<file path="config.mk">
export PLATFORM = sky130hd
export DESIGN_NAME = encode_event_tx
export DESIGN_NICKNAME = d
export VERILOG_FILES = /design/src/rtl/encode_event_tx_pkg.sv /design/src/rtl/encode_event_tx_serial_tx.sv /design/src/rtl/encode_event_tx.sv
export SDC_FILE = /design/constraint.sdc
export NUM_CORES = 1
export LEC_CHECK = 0
export ABC_AREA = 0
export CAP_MARGIN = 20
export CORE_UTILIZATION = 23
export CTS_CLUSTER_SIZE = 28
export DETAILED_ROUTE_END_ITERATION = 16
export PLACE_DENSITY = 0.4
export SLEW_MARGIN = 20
export SYNTH_ARGS = -nofsm -noshare
export SYNTH_HDL_FRONTEND = slang
export SYNTH_SLANG_ARGS = --single-unit
</file>
<file path="constraint.sdc">
create_clock -name clk_i -period 5.4 [get_ports clk_i]
set_clock_uncertainty 0.2 [all_clocks]
set_input_delay 1.08 -clock clk_i [delete_from_list [all_inputs] [get_ports clk_i]]
set_output_delay 1.08 -clock clk_i [all_outputs]
set_load 0.01 [all_outputs]
</file>
<file path="src/rtl/encode_event_tx_pkg.sv">
// Sync-word constants shared with the far-board decoder, plus FSM state type
// and the fixed-priority event picker used by the transmitter.
package encode_event_tx_pkg;

  localparam logic [15:0] SYNC_ENCODE_ZERO = 16'hECDE;
  localparam logic [15:0] SYNC_SCAN_BEGIN  = 16'h5A51;
  localparam logic [15:0] SYNC_SCAN_TEST   = 16'h5A53;
  localparam logic [15:0] SYNC_SCAN_END    = 16'h5A50;

  // Pending-bit indices; a higher index wins arbitration.
  localparam int EV_SCAN_BEGIN  = 0;
  localparam int EV_SCAN_TEST   = 1;
  localparam int EV_SCAN_END    = 2;
  localparam int EV_ENCODE_ZERO = 3;

  typedef enum logic [1:0] {
    ST_IDLE  = 2'd0,
    ST_SHIFT = 2'd1,
    ST_GAP   = 2'd2
  } tx_state_t;

  function automatic logic [3:0] pick_winner(input logic [3:0] pend);
    pick_winner = '0;
    for (int i = 0; i < 4; i++) begin
      if (pend[i]) pick_winner = 4'b0001 << i;
    end
  endfunction

endpackage

</file>
<file path="src/rtl/encode_event_tx_serial_tx.sv">
// Word shifter with gated link clock: one word per load, followed by a silent gap.
//   state | meaning
//   IDLE  | link quiet, waiting for load
//   SHIFT | one group per bit-period on TX data, link clock toggling
//   GAP   | link clock and data held low for GAP_BITS bit-periods
module encode_event_tx_serial_tx
  import encode_event_tx_pkg::*;
#(
  parameter int DATA_WIDTH  = 16,
  parameter int SERIAL_MODE = 1,
  parameter int CLK_DIV     = 4,
  parameter int GAP_BITS    = 4
) (
  input  logic                   clk_i,
  input  logic                   rst_i,
  input  logic                   load,
  input  logic [DATA_WIDTH-1:0]  word,
  output logic                   word_done,
  output logic                   busy_next,
  output logic                   tx_clk,
  output logic [SERIAL_MODE-1:0] tx_dout
);

  localparam int SHIFT_BITS = DATA_WIDTH / SERIAL_MODE;
  localparam int BIT_MAX    = (SHIFT_BITS > GAP_BITS) ? SHIFT_BITS : GAP_BITS;
  localparam int BW         = $clog2(BIT_MAX + 1);
  localparam int PW         = $clog2(2 * CLK_DIV);

  localparam logic [PW-1:0] PH_MAX     = PW'(2 * CLK_DIV - 1);
  localparam logic [PW-1:0] PH_HIGH    = PW'(CLK_DIV);
  localparam logic [BW-1:0] SHIFT_LOAD = BW'(SHIFT_BITS - 1);
  localparam logic [BW-1:0] GAP_LOAD   = BW'((GAP_BITS > 0) ? GAP_BITS - 1 : 0);

  tx_state_t               state_q, state_d;
  logic [PW-1:0]           phase_q, phase_d;
  logic [BW-1:0]           bit_q, bit_d;
  logic [DATA_WIDTH-1:0]   shreg_q, shreg_d;
  logic                    tx_clk_d;
  logic [SERIAL_MODE-1:0]  tx_dout_d;
  logic                    period_end, word_end, start;

  assign period_end = (phase_q == '0);
  assign word_end   = period_end && (bit_q == '0);
  // Accepting at the last gap cycle keeps back-to-back words at exactly one slot.
  assign word_done  = (state_q == ST_IDLE) || ((state_q == ST_GAP) && word_end);
  assign start      = load && word_done;

  always_ff @(posedge clk_i) begin
    if (rst_i) begin
      state_q <= ST_IDLE;
      phase_q <= '0;
      bit_q   <= '0;
      shreg_q <= '0;
      tx_clk  <= 1'b0;
      tx_dout <= '0;
    end else begin
      state_q <= state_d;
      phase_q <= phase_d;
      bit_q   <= bit_d;
      shreg_q <= shreg_d;
      tx_clk  <= tx_clk_d;
      tx_dout <= tx_dout_d;
    end
  end

  always_comb begin
    state_d = state_q;
    case (state_q)
      ST_IDLE:  if (load) state_d = ST_SHIFT;
      ST_SHIFT: if (word_end) state_d = (GAP_BITS > 0) ? ST_GAP : ST_IDLE;
      ST_GAP:   if (word_end) state_d = load ? ST_SHIFT : ST_IDLE;
      default:  state_d = ST_IDLE;
    endcase
  end

  always_comb begin
    phase_d = phase_q;
    bit_d   = bit_q;
    shreg_d = shreg_q;
    if (start) begin
      shreg_d = word;
      phase_d = PH_MAX;
      bit_d   = SHIFT_LOAD;
    end else if (state_q != ST_IDLE) begin
      phase_d = period_end ? PH_MAX : phase_q - PW'(1);
      if (period_end) begin
        if (bit_q == '0) begin
          bit_d   = GAP_LOAD;
          shreg_d = '0;
        end else begin
          bit_d = bit_q - BW'(1);
          if (state_q == ST_SHIFT) shreg_d = shreg_q << SERIAL_MODE;
        end
      end
    end
    tx_clk_d  = (state_d == ST_SHIFT) && (phase_d < PH_HIGH);
    tx_dout_d = (state_d == ST_SHIFT) ? shreg_d[DATA_WIDTH-1 -: SERIAL_MODE] : '0;
    busy_next = (state_d != ST_IDLE);
  end

endmodule

</file>
<file path="src/rtl/encode_event_tx.sv">
// Timing-event transmitter: latches event pulses as pending bits, arbitrates by
// fixed priority and hands the winning sync word to the serial shifter.
module encode_event_tx
  import encode_event_tx_pkg::*;
#(
  parameter real TCQ         = 0.1,
  parameter int  DATA_WIDTH  = 16,
  parameter int  SERIAL_MODE = 1,
  parameter int  CLK_DIV     = 4,
  parameter int  GAP_BITS    = 4
) (
  input  logic                   clk_i,
  input  logic                   rst_i,
  input  logic                   encode_zero_i,
  input  logic                   scan_begin_i,
  input  logic                   scan_test_i,
  input  logic                   scan_end_i,
  output logic                   busy_o,
  output logic                   drop_o,
  output logic                   TX_CLK,
  output logic [SERIAL_MODE-1:0] TX_DOUT
);

  if (TCQ < 0.0 || CLK_DIV < 1 || (DATA_WIDTH % SERIAL_MODE) != 0) begin : g_bad_param
    $error("encode_event_tx: illegal parameter combination");
  end

  logic [3:0]            pulse, pend_q, pend_d, win, clr, cancel;
  logic                  load, word_done, busy_next, drop_d, busy_d;
  logic [15:0]           word_sel;

  assign pulse = {encode_zero_i, scan_end_i, scan_test_i, scan_begin_i};
  assign load  = word_done && (|pend_q);
  assign win   = pick_winner(pend_q);
  assign clr   = load ? win : 4'b0000;

  // scan_end supersedes any scan_begin/scan_test still waiting to go out.
  assign cancel = {2'b00, scan_end_i, scan_end_i};

  // A pulse on the bit being loaded re-queues it rather than counting as a drop.
  assign pend_d = pulse | (pend_q & ~clr & ~cancel);
  assign drop_d = (|(pulse & pend_q & ~clr)) || (|(cancel & pend_q & ~clr));
  assign busy_d = (|pend_d) || busy_next;

  always_comb begin
    word_sel = SYNC_SCAN_BEGIN;
    if (win[EV_ENCODE_ZERO])     word_sel = SYNC_ENCODE_ZERO;
    else if (win[EV_SCAN_END])   word_sel = SYNC_SCAN_END;
    else if (win[EV_SCAN_TEST])  word_sel = SYNC_SCAN_TEST;
  end

  always_ff @(posedge clk_i) begin
    if (rst_i) begin
      pend_q <= '0;
      busy_o <= 1'b0;
      drop_o <= 1'b0;
    end else begin
      pend_q <= pend_d;
      busy_o <= busy_d;
      drop_o <= drop_d;
    end
  end

  encode_event_tx_serial_tx #(
    .DATA_WIDTH  (DATA_WIDTH),
    .SERIAL_MODE (SERIAL_MODE),
    .CLK_DIV     (CLK_DIV),
    .GAP_BITS    (GAP_BITS)
  ) u_serial_tx (
    .clk_i     (clk_i),
    .rst_i     (rst_i),
    .load      (load),
    .word      (DATA_WIDTH'(word_sel)),
    .word_done (word_done),
    .busy_next (busy_next),
    .tx_clk    (TX_CLK),
    .tx_dout   (TX_DOUT)
  );

endmodule

</file>
==> results of run 1 <==
[final cells by class]
cell class	count	area, sq um
fillers	831	5300
multi-input cells	155	957
flip-flops and latches	34	681
well taps	99	124
repair buffers	11	105
clock buffers	7	86.3
inverters	8	30.0
clock inverters	1	5.00
[logic make-up after synthesis]
family / count (synthesis)
AOI/OAI and AO/OA: 79
adders and majority gates: 4
buffers and inverters: 22
DFF: 34
muxes: 3
and+or+nand+nor: 69
[cell usage in the layout, fill, tap and decap left out, types with 3 or more instances in the layout]
| master | count |
|---|---|
| a211oi_1 | 3 |
| a21oi_1 | 14 |
| a21oi_2 | 5 |
| a311oi_1 | 5 |
| a31oi_1 | 7 |
| and2_1 | 3 |
| clkbuf_8 | 6 |
| clkdlybuf4s50_1 | 9 |
| dfxtp_1 | 34 |
| ha_1 | 4 |
| inv_1 | 8 |
| mux2i_1 | 3 |
| nand2_1 | 20 |
| nand3_1 | 4 |
| nand4_1 | 5 |
| nor2_1 | 16 |
| nor2b_1 | 5 |
| nor3_1 | 5 |
| o21ai_0 | 22 |
[registers in the layout (all words and copies together), names as in the netlist]
register,cells
u_serial_tx.bit_q,5
u_serial_tx.phase_q,3
u_serial_tx.tx_dout,1
drop_o,1
u_serial_tx.tx_clk,1
u_serial_tx.shreg_q,16
pend_q,4
busy_o,1
u_serial_tx.state_q,2
[worst max-delay path, cell delays in order, from the launching register on]
cell	delay, ns
dfxtp_1	0.32
inv_1	0.07
ha_1	0.19
nor2b_1	0.67
a21boi_1	0.20
buf_4	0.24
o311ai_0	0.33
a41oi_1	0.15
[routing by layer]
metal | wire length, microns | GRT usage (%) | share of wire, %
met1 | 2360 | 18.2 | 52
met2 | 1900 | 17.7 | 42
met3 | 198 | 3.05 | 4.4
met4 | 82 | 5.19 | 1.8
met5 | 0 | 0 | 0
[report_power, final]
group          internal, uW  switching [uW]
combinational          62.6             102
sequential              281            26.7
clock                   103            97.2
total                   447             225
[per-stage QoR]
stage,instances,total power (uW),area (sq um),worst slack [ns]
2_1_floorplan,211,434,1740,3.46
3_3_place_gp,307,481,1900,2.85
3_5_place_dp,307,476,1900,2.87
4_1_cts,315,677,1990,2.92
5_1_grt,315,711,1990,2.67
6_report,315,672,1990,2.89
[cell usage after synthesis, types with 2 or more instances]
| cell | n | area share (%) |
|---|---|---|
| nor2b_1 | 5 | 1.8 |
| buf_6 | 2 | 1.3 |
| nand2_1 | 20 | 4.3 |
| a41oi_1 | 2 | 1.0 |
| a211oi_1 | 3 | 1.3 |
| dfxtp_1 | 34 | 39 |
| o31ai_1 | 2 | 0.86 |
| nand4_1 | 5 | 1.8 |
| a31oi_1 | 7 | 2.5 |
| inv_1 | 8 | 1.7 |
| buf_2 | 3 | 0.86 |
| and2_1 | 3 | 1.1 |
| mux2i_1 | 3 | 1.7 |
| o221ai_1 | 2 | 1.0 |
| a21oi_1 | 14 | 4.0 |
| a21oi_2 | 5 | 2.5 |
| o311ai_0 | 2 | 1.0 |
| o21ai_0 | 22 | 6.3 |
| clkbuf_1 | 9 | 1.9 |
| o22ai_1 | 2 | 0.72 |
| nor3_1 | 5 | 1.4 |
| a22oi_1 | 2 | 0.86 |
| o22a_1 | 2 | 1.0 |
| ha_1 | 4 | 2.9 |
| a311oi_1 | 5 | 2.5 |
| or3_1 | 2 | 0.72 |
| nor2_1 | 16 | 3.5 |
| nand3_1 | 4 | 1.2 |
[final timing paths]
path | endpoint | from | depth (start not counted) | slack [ns]
worst max-delay path | drop_o | u_serial_tx.phase_q[0] | 7 | 2.89
worst max register to register | drop_o | u_serial_tx.phase_q[0] | 7 | 2.89
worst min register to register | u_serial_tx.shreg_q[8] | u_serial_tx.shreg_q[7] | 2 | 0.27
worst min-delay path | u_serial_tx.shreg_q[8] | u_serial_tx.shreg_q[7] | 2 | 0.27
==> impl_metrics.json, run 1 <==
{
  "min_period_over_period_pct": 46.4,
  "mappedNetlistNets": 221,
  "initial_utilization_pct": 23.9,
  "inserted_diodes": 0,
  "rows": 31,
  "core_area_sq_um": 7290,
  "tritoncts.num_buffers": 5,
  "post-route-drc-count": 0,
  "synth_enable_flop_cells": 0,
  "post_synth_xor_area_fraction_pct": 0,
  "setup.worst_path.class": "flip-flop to flip-flop",
  "clk_pin_slew_ns": 0.08,
  "arrival_ns": 2.47,
  "worst_setup_path_end_kind": "flip-flop",
  "synth_area_per_cell_sq_um": 8.24,
  "dr.pass1.iters": 4,
  "gp_congestion": 0.718,
  "grt_pass1_wl_microns": 7470,
  "timing.hold.worst.class": "flip-flop to flip-flop",
  "syn_area_sq_um": 1740,
  "die_area_sq_um": 7910,
  "maximum_vdd_drop_mv": 0.0978,
  "clock_tree_from_tritoncts": "yes",
  "buffer_cell_driving_the_clock_tree_root": "clkbuf_8",
  "worst_ep_required_time_ns": 5.37,
  "fraction_of_the_mapped_netlist_area_in_adder_cells_pct": 2.88,
  "ctsHtreeMaxLevel": 2,
  "finalWirelength_microns": 4540,
  "maxSlewHeadroom_pct": 46.0,
  "slew_viol_final": 0,
  "antenna_found_initial": 0,
  "clock-sinks": 34,
  "synth_mux_area_share_pct": 1.73,
  "layout_min_cycle_time_ns": 2.51,
  "share_of_synthesized_area_occupied_by_flip_flops_and_latches_pct": 39.1,
  "grt_max_degree": 33,
  "distinct_cell_type_count_of_the_synthesized_netlist": 46,
  "post_cts.repair.setup_buffers": 0,
  "post_route_cells_drive_above_1_share_pct": 8.80,
  "async_flop_share_pct": 0,
  "synthesis.yosys.warnings": 0,
  "timing_hold_violations_final": 0,
  "timing.setup.tns_ns": 0,
  "portBuffers": 9,
  "via_per_inst": 5.02,
  "worst_skew_pair.late_latency_ns": 0.29,
  "cts-resized-gates": 0,
  "static-leakage-power_uw": 0.000681,
  "grt_pass1_vias": 1449,
  "detail-route-antenna-nets": 0,
  "grt_overflow": 0,
  "report.final.setup_viol": 0,
  "dominant_combinational_cell_family_by_area_after_synthesis": "compound AO/OA/AOI/OAI gates",
  "cell_pwr_density_nw_per_um2": 338,
  "timing_limited_maximum_frequency_mhz": 399,
  "dr.first_iter.drc_count": 114,
  "tightest_slew_ns": 0.808,
  "clock_path_buffers": 2,
  "post_synth_and_or_nand_nor_area_fraction_pct": 20.1,
  "synth_compound_gate_area_share_pct": 30.3,
  "die_w_microns": 89.0,
  "wire_per_inst_microns": 14.4,
  "worst_setup_path_start_kind": "flip-flop",
  "ioPinCount": 10,
  "timing.max_cap.violations": 0,
  "synth_seq_cells": 34,
  "cts_hold_buf": 0,
  "grt_setup_unrepaired": "false",
  "finalCoreUtilization_pct": 27.3,
  "groute.usage.overall_pct": 12.6,
  "post-dp-hpwl_microns": 3030,
  "dr_total_vias": 1581,
  "fp.dieH_microns": 89.0,
  "dominantRegCellSynth": "dfxtp_1",
  "num-nets-final": 225,
  "fin_worst_hold_slack_ns": 0.265,
  "critical_path.max_fanout": 13,
  "synthCells": 211,
  "syn2layout_area_growth_pct": 14.3,
  "status": "finished clean"
}
(Power assumes the default switching activity.)
==> run 2: changes to the inputs <==
==> constraint.sdc (replaced) <==
create_clock -name clk_i -period 2.45 [get_ports clk_i]
set_clock_uncertainty 0.2 [all_clocks]
set_input_delay 0.49 -clock clk_i [delete_from_list [all_inputs] [get_ports clk_i]]
set_output_delay 0.49 -clock clk_i [all_outputs]
set_load 0.01 [all_outputs]
==> impl_metrics.json, run 2 (synthesized netlist as in run 1, its figures left out) <==
{
  "status": "finished clean",
  "die_area_sq_um": 7910,
  "placed_cell_area_sq_um": 1970,
  "timing.reg2reg.worst_path_depth": 6,
  "timing_limited_maximum_frequency_mhz": 450,
  "dr.first_iter.drc_count": 70,
  "num-nets-final": 235,
  "portBuffers": 9,
  "die_w_microns": 89.0,
  "clock_path_buffers": 2,
  "cts_hold_buf": 0,
  "slew_viol_final": 0,
  "grt_pass1_wl_microns": 7710,
  "arrival_ns": 2.21,
  "postLayoutCellArea_sq_um": 2080,
  "most_frequent_standard_cell_in_the_layout_excluding_fill_and_tap_cells": "dfxtp_1",
  "worst_hold_path.num_cells": 2,
  "maximum_vdd_drop_mv": 0.241,
  "core_area_sq_um": 7290,
  "timing.rr.end": "u_serial_tx.shreg_q[7]",
  "worst_skew_pair.late_latency_ns": 0.29,
  "fp.dieH_microns": 89.0,
  "finalWirelength_microns": 4550,
  "wire_per_inst_microns": 14.0,
  "cts-resized-gates": 0,
  "hold_path_end": "u_serial_tx.shreg_q[8]",
  "most-common-layout-cells": "dfxtp_1 (34), o21ai_0 (22), nand2_1 (20)",
  "grt_max_degree": 32,
  "timing.hold.worst.class": "flip-flop to flip-flop",
  "syn2layout_area_growth_pct": 19.7,
  "buffer_cell_driving_the_clock_tree_root": "clkbuf_8",
  "clock_tree_from_tritoncts": "yes",
  "min_period_over_period_pct": 90.6,
  "maxSlewHeadroom_pct": 69.8,
  "registers.top_by_ff_count": "u_serial_tx.shreg_q",
  "grt_setup_unrepaired": "false",
  "grt_pass1_vias": 1574,
  "via_per_inst": 5.00,
  "setup.worst_path.class": "flip-flop to flip-flop",
  "layout_min_cycle_time_ns": 2.22,
  "worst_setup_path_start_kind": "flip-flop",
  "critical_path.max_fanout": 12,
  "timing.critical_path.cells": "inv_1 -> ha_1 -> or4b_1 -> o21ai_4 -> nand2_2 -> a311oi_1",
  "timing_hold_violations_final": 0,
  "finalCoreUtilization_pct": 28.6,
  "fin_worst_hold_slack_ns": 0.269,
  "post_route_cells_drive_above_1_share_pct": 13.3,
  "ioPinCount": 10,
  "r2r_start": "u_serial_tx.bit_q[0]",
  "worst_ep_required_time_ns": 2.44,
  "dr.pass1.iters": 4,
  "grt_overflow": 0,
  "groute.usage.overall_pct": 12.8,
  "clock-sinks": 34,
  "antenna_found_initial": 0,
  "tightest_slew_ns": 0.451,
  "worst_setup_path_end_kind": "flip-flop",
  "clk_pin_slew_ns": 0.07,
  "largest_register_ffs": 16,
  "critical-path-max-stage-delay_ns": 0.50,
  "report.final.setup_viol": 0,
  "timing.max_cap.violations": 0,
  "dr_total_vias": 1625,
  "static-leakage-power_uw": 0.000741,
  "biggestRegsByFlops": "u_serial_tx.shreg_q (16), u_serial_tx.bit_q (5), pend_q (4)",
  "gp_congestion": 0.742,
  "post-dp-hpwl_microns": 3150,
  "timing.setup.tns_ns": 0,
  "initial_utilization_pct": 23.9,
  "cp_slowest_cell": "or4b_1",
  "tritoncts.num_buffers": 5,
  "timing.reg2reg.setup_slack_ns": 0.23,
  "inserted_diodes": 0,
  "post_cts.repair.setup_buffers": 0,
  "hold_start": "u_serial_tx.shreg_q[7]",
  "finalPower_uw": 1560,
  "cell_pwr_density_nw_per_um2": 750,
  "post-route-drc-count": 0,
  "ctsHtreeMaxLevel": 2,
  "rows": 31,
  "detail-route-antenna-nets": 0
}
## run 2: stage by stage
stage	worst slack, ns	std cells
floorplan	0.529	211
global placement	0.306	317
detailed placement	0.210	317
CTS	0.194	325
global route	0.0724	325
finish	0.230	325
## run 2: critical path: cells and delay by family, from the launching register on
family | cells | cell delay (ns)
and+or+nand+nor | 2 | 0.77
adders and majority gates | 1 | 0.15
buffers and inverters | 1 | 0.08
DFF | 1 | 0.33
AOI/OAI and AO/OA | 2 | 0.59
## run 2: final cells by class
type / count / area, sq um
Multi-Input combinational cell: 155 / 957
Inverter: 8 / 30.0
Timing Repair Buffer: 21 / 180
Tap cell: 99 / 124
Fill cell: 816 / 5210
Clock buffer: 8 / 110
Sequential cell: 34 / 681
## run 2: report_power, final
| group | switching (uW) | internal, uW | total [uW] |
|---|---|---|---|
| clock | 210 | 284 | 494 |
| combinational | 236 | 162 | 399 |
| sequential | 49.0 | 620 | 669 |
## run 2: per-layer routing
| metal | GRT usage (%) | vias to the layer above | part of all wire [%] |
|---|---|---|---|
| li1 | - | 809 | - |
| met1 | 17.7 | 775 | 51 |
| met2 | 19.7 | 36 | 45 |
| met3 | 2.77 | 5 | 3.3 |
| met4 | 4.47 | 0 | 0.90 |
| met5 | 0 | - | 0 |
## run 2: how the worst max path moves through the flow
stage                     slack (ns)                 endpoint  cells past startpoint                  from
after floorplan                 0.53                   busy_o                      7  u_serial_tx.bit_q[0]
after global placement          0.31  u_serial_tx.shreg_q[13]                      6  u_serial_tx.bit_q[0]
after detailed placement        0.21   u_serial_tx.shreg_q[7]                      6  u_serial_tx.bit_q[0]
after CTS                       0.19   u_serial_tx.shreg_q[7]                      6  u_serial_tx.bit_q[0]
after global routing            0.07   u_serial_tx.shreg_q[7]                      6  u_serial_tx.bit_q[0]
final                           0.23   u_serial_tx.shreg_q[7]                      6  u_serial_tx.bit_q[0]
==> run 3: changes to the inputs <==
--- a/config.mk
+++ b/config.mk
@@ -7,10 +7,10 @@
 export LEC_CHECK = 0
 export ABC_AREA = 0
 export CAP_MARGIN = 20
-export CORE_UTILIZATION = 23
+export CORE_UTILIZATION = 36
 export CTS_CLUSTER_SIZE = 28
 export DETAILED_ROUTE_END_ITERATION = 16
-export PLACE_DENSITY = 0.4
+export PLACE_DENSITY = 0.55
 export SLEW_MARGIN = 20
 export SYNTH_ARGS = -nofsm -noshare
 export SYNTH_HDL_FRONTEND = slang
==> impl_metrics.json, run 3 (synthesized netlist as in run 1, its figures left out) <==
{
  "status": "finished clean",
  "postLayoutCellArea_sq_um": 2050,
  "grt_pass1_vias": 1485,
  "die_area_sq_um": 5110,
  "setup.worst_path.class": "flip-flop to flip-flop",
  "largest_register_ffs": 16,
  "grt_max_degree": 19,
  "biggestRegsByFlops": "u_serial_tx.shreg_q (16), u_serial_tx.bit_q (5), pend_q (4)",
  "static-leakage-power_uw": 0.000755,
  "groute.usage.overall_pct": 18.2,
  "portBuffers": 9,
  "timing.hold.worst.class": "flip-flop to flip-flop",
  "critical-path-max-stage-delay_ns": 0.62,
  "clock-sinks": 34,
  "cell_pwr_density_nw_per_um2": 776,
  "finalWirelength_microns": 4330,
  "wire_per_inst_microns": 15.5,
  "min_period_over_period_pct": 93.3,
  "post-route-drc-count": 0,
  "crit_family": "simple AND/OR/NAND/NOR gates",
  "clk_pin_slew_ns": 0.07,
  "clock_path_buffers": 2,
  "grt_pass1_wl_microns": 7200,
  "dr.first_iter.drc_count": 138,
  "num-fill-cells": 434,
  "layout_min_cycle_time_ns": 2.29,
  "detail-route-antenna-nets": 0,
  "num-nets-final": 237,
  "grt_setup_unrepaired": "false",
  "most_frequent_standard_cell_in_the_layout_excluding_fill_and_tap_cells": "dfxtp_1",
  "cp_slowest_cell": "or4b_1",
  "ioPinCount": 10,
  "cp.buffers_inverters": 1,
  "worst_setup_path_start_kind": "flip-flop",
  "worst_setup_path_end_kind": "flip-flop",
  "initial_utilization_pct": 38.6,
  "timing.max_cap.violations": 0,
  "worst_skew_pair.late_latency_ns": 0.29,
  "timing_limited_maximum_frequency_mhz": 438,
  "timing.critical_path.cells": "inv_1 -> ha_1 -> or4b_1 -> o21ai_4 -> nand2_2 -> a311oi_1",
  "worst_ep_required_time_ns": 2.44,
  "fp.dieH_microns": 71.5,
  "syn2layout_area_growth_pct": 17.9,
  "core_area_sq_um": 4500,
  "maxSlewHeadroom_pct": 63.4,
  "dr.pass1.iters": 4,
  "via_per_inst": 5.86,
  "tightest_slew_ns": 0.543,
  "gp_congestion": 0.839,
  "post_route_cells_drive_above_1_share_pct": 14.1,
  "registers.top_by_ff_count": "u_serial_tx.shreg_q",
  "die_w_microns": 71.5,
  "placed_cell_area_sq_um": 1910,
  "cts_hold_buf": 0,
  "rows": 24,
  "clock_tree_from_tritoncts": "yes",
  "inserted_diodes": 0,
  "ctsHtreeMaxLevel": 2,
  "tritoncts.num_buffers": 5,
  "slew_viol_final": 0,
  "grt_overflow": 0,
  "dr_total_vias": 1636,
  "antenna_found_initial": 0,
  "timing.setup.tns_ns": 0,
  "report.final.setup_viol": 0,
  "buffer_cell_driving_the_clock_tree_root": "clkbuf_8",
  "most-common-layout-cells": "dfxtp_1 (34), o21ai_0 (22), nand2_1 (20)",
  "critical_path.max_fanout": 12,
  "maximum_vdd_drop_mv": 0.334,
  "arrival_ns": 2.28,
  "timing_hold_violations_final": 0,
  "post-dp-hpwl_microns": 3070
}
[run 3: metrics by stage]
step           total power [uW]  hold WS, ns  cells  worst slack [ns]  util (%)
4_1_cts                    1590        0.278    277             0.113      45.0
3_3_place_gp               1070        0.263    270             0.250      42.5
2_1_floorplan               956        0.241    211             0.529         -
6_report                   1590        0.274    279             0.164      45.5
3_5_place_dp               1070        0.269    270             0.124      42.5
5_1_grt                    1680        0.293    279            0.0439      45.5
[run 3: layer usage]
metal	GRT usage [%]	up-vias	wire length [microns]
met5	0	-	0
met4	6.10	0	56
met3	6.05	6	242
met2	27.3	49	2010
met1	24.8	769	2020
li1	-	812	-
[run 3: final cells by class]
type                    count  area [sq um]  share of cell area (%)
clock inverters             1          30.0                    1.46
inverters                   8          30.0                    1.46
repair buffers             23           195                    9.52
flip-flops and latches     34           681                    33.2
clock buffers               6          82.6                    4.03
multi-input cells         155           967                    47.2
well taps                  52          65.1                    3.17
[run 3: what timing repair did]
| item | 4_1_cts | 5_1_grt |
|---|---|---|
| buffers inserted | 0 | 2 |
| setup endpoints to repair | 0 | 5 |
| resized for setup | 0 | 2 |
[run 3: path summary, 6_finish.rpt]
kind	from	endpoint	slack [ns]	cells after the start
max	u_serial_tx.bit_q[0]	u_serial_tx.shreg_q[7]	0.16	6
min	u_serial_tx.shreg_q[7]	u_serial_tx.shreg_q[8]	0.27	2
max reg2reg	u_serial_tx.bit_q[0]	u_serial_tx.shreg_q[7]	0.16	6
min reg2reg	u_serial_tx.shreg_q[7]	u_serial_tx.shreg_q[8]	0.27	2
[run 3: where the power goes]
group / total (uW) / internal, uW / switching, uW
Sequential: 668 / 621 / 47.6
Clock: 521 / 325 / 196
Combinational: 402 / 163 / 239
[run 3: worst reg2reg max path: stages (launching register included)]
cell	delay, ns
dfxtp_1	0.34
inv_1	0.09
ha_1	0.18
or4b_1	0.62
o21ai_4	0.25
nand2_2	0.22
a311oi_1	0.29
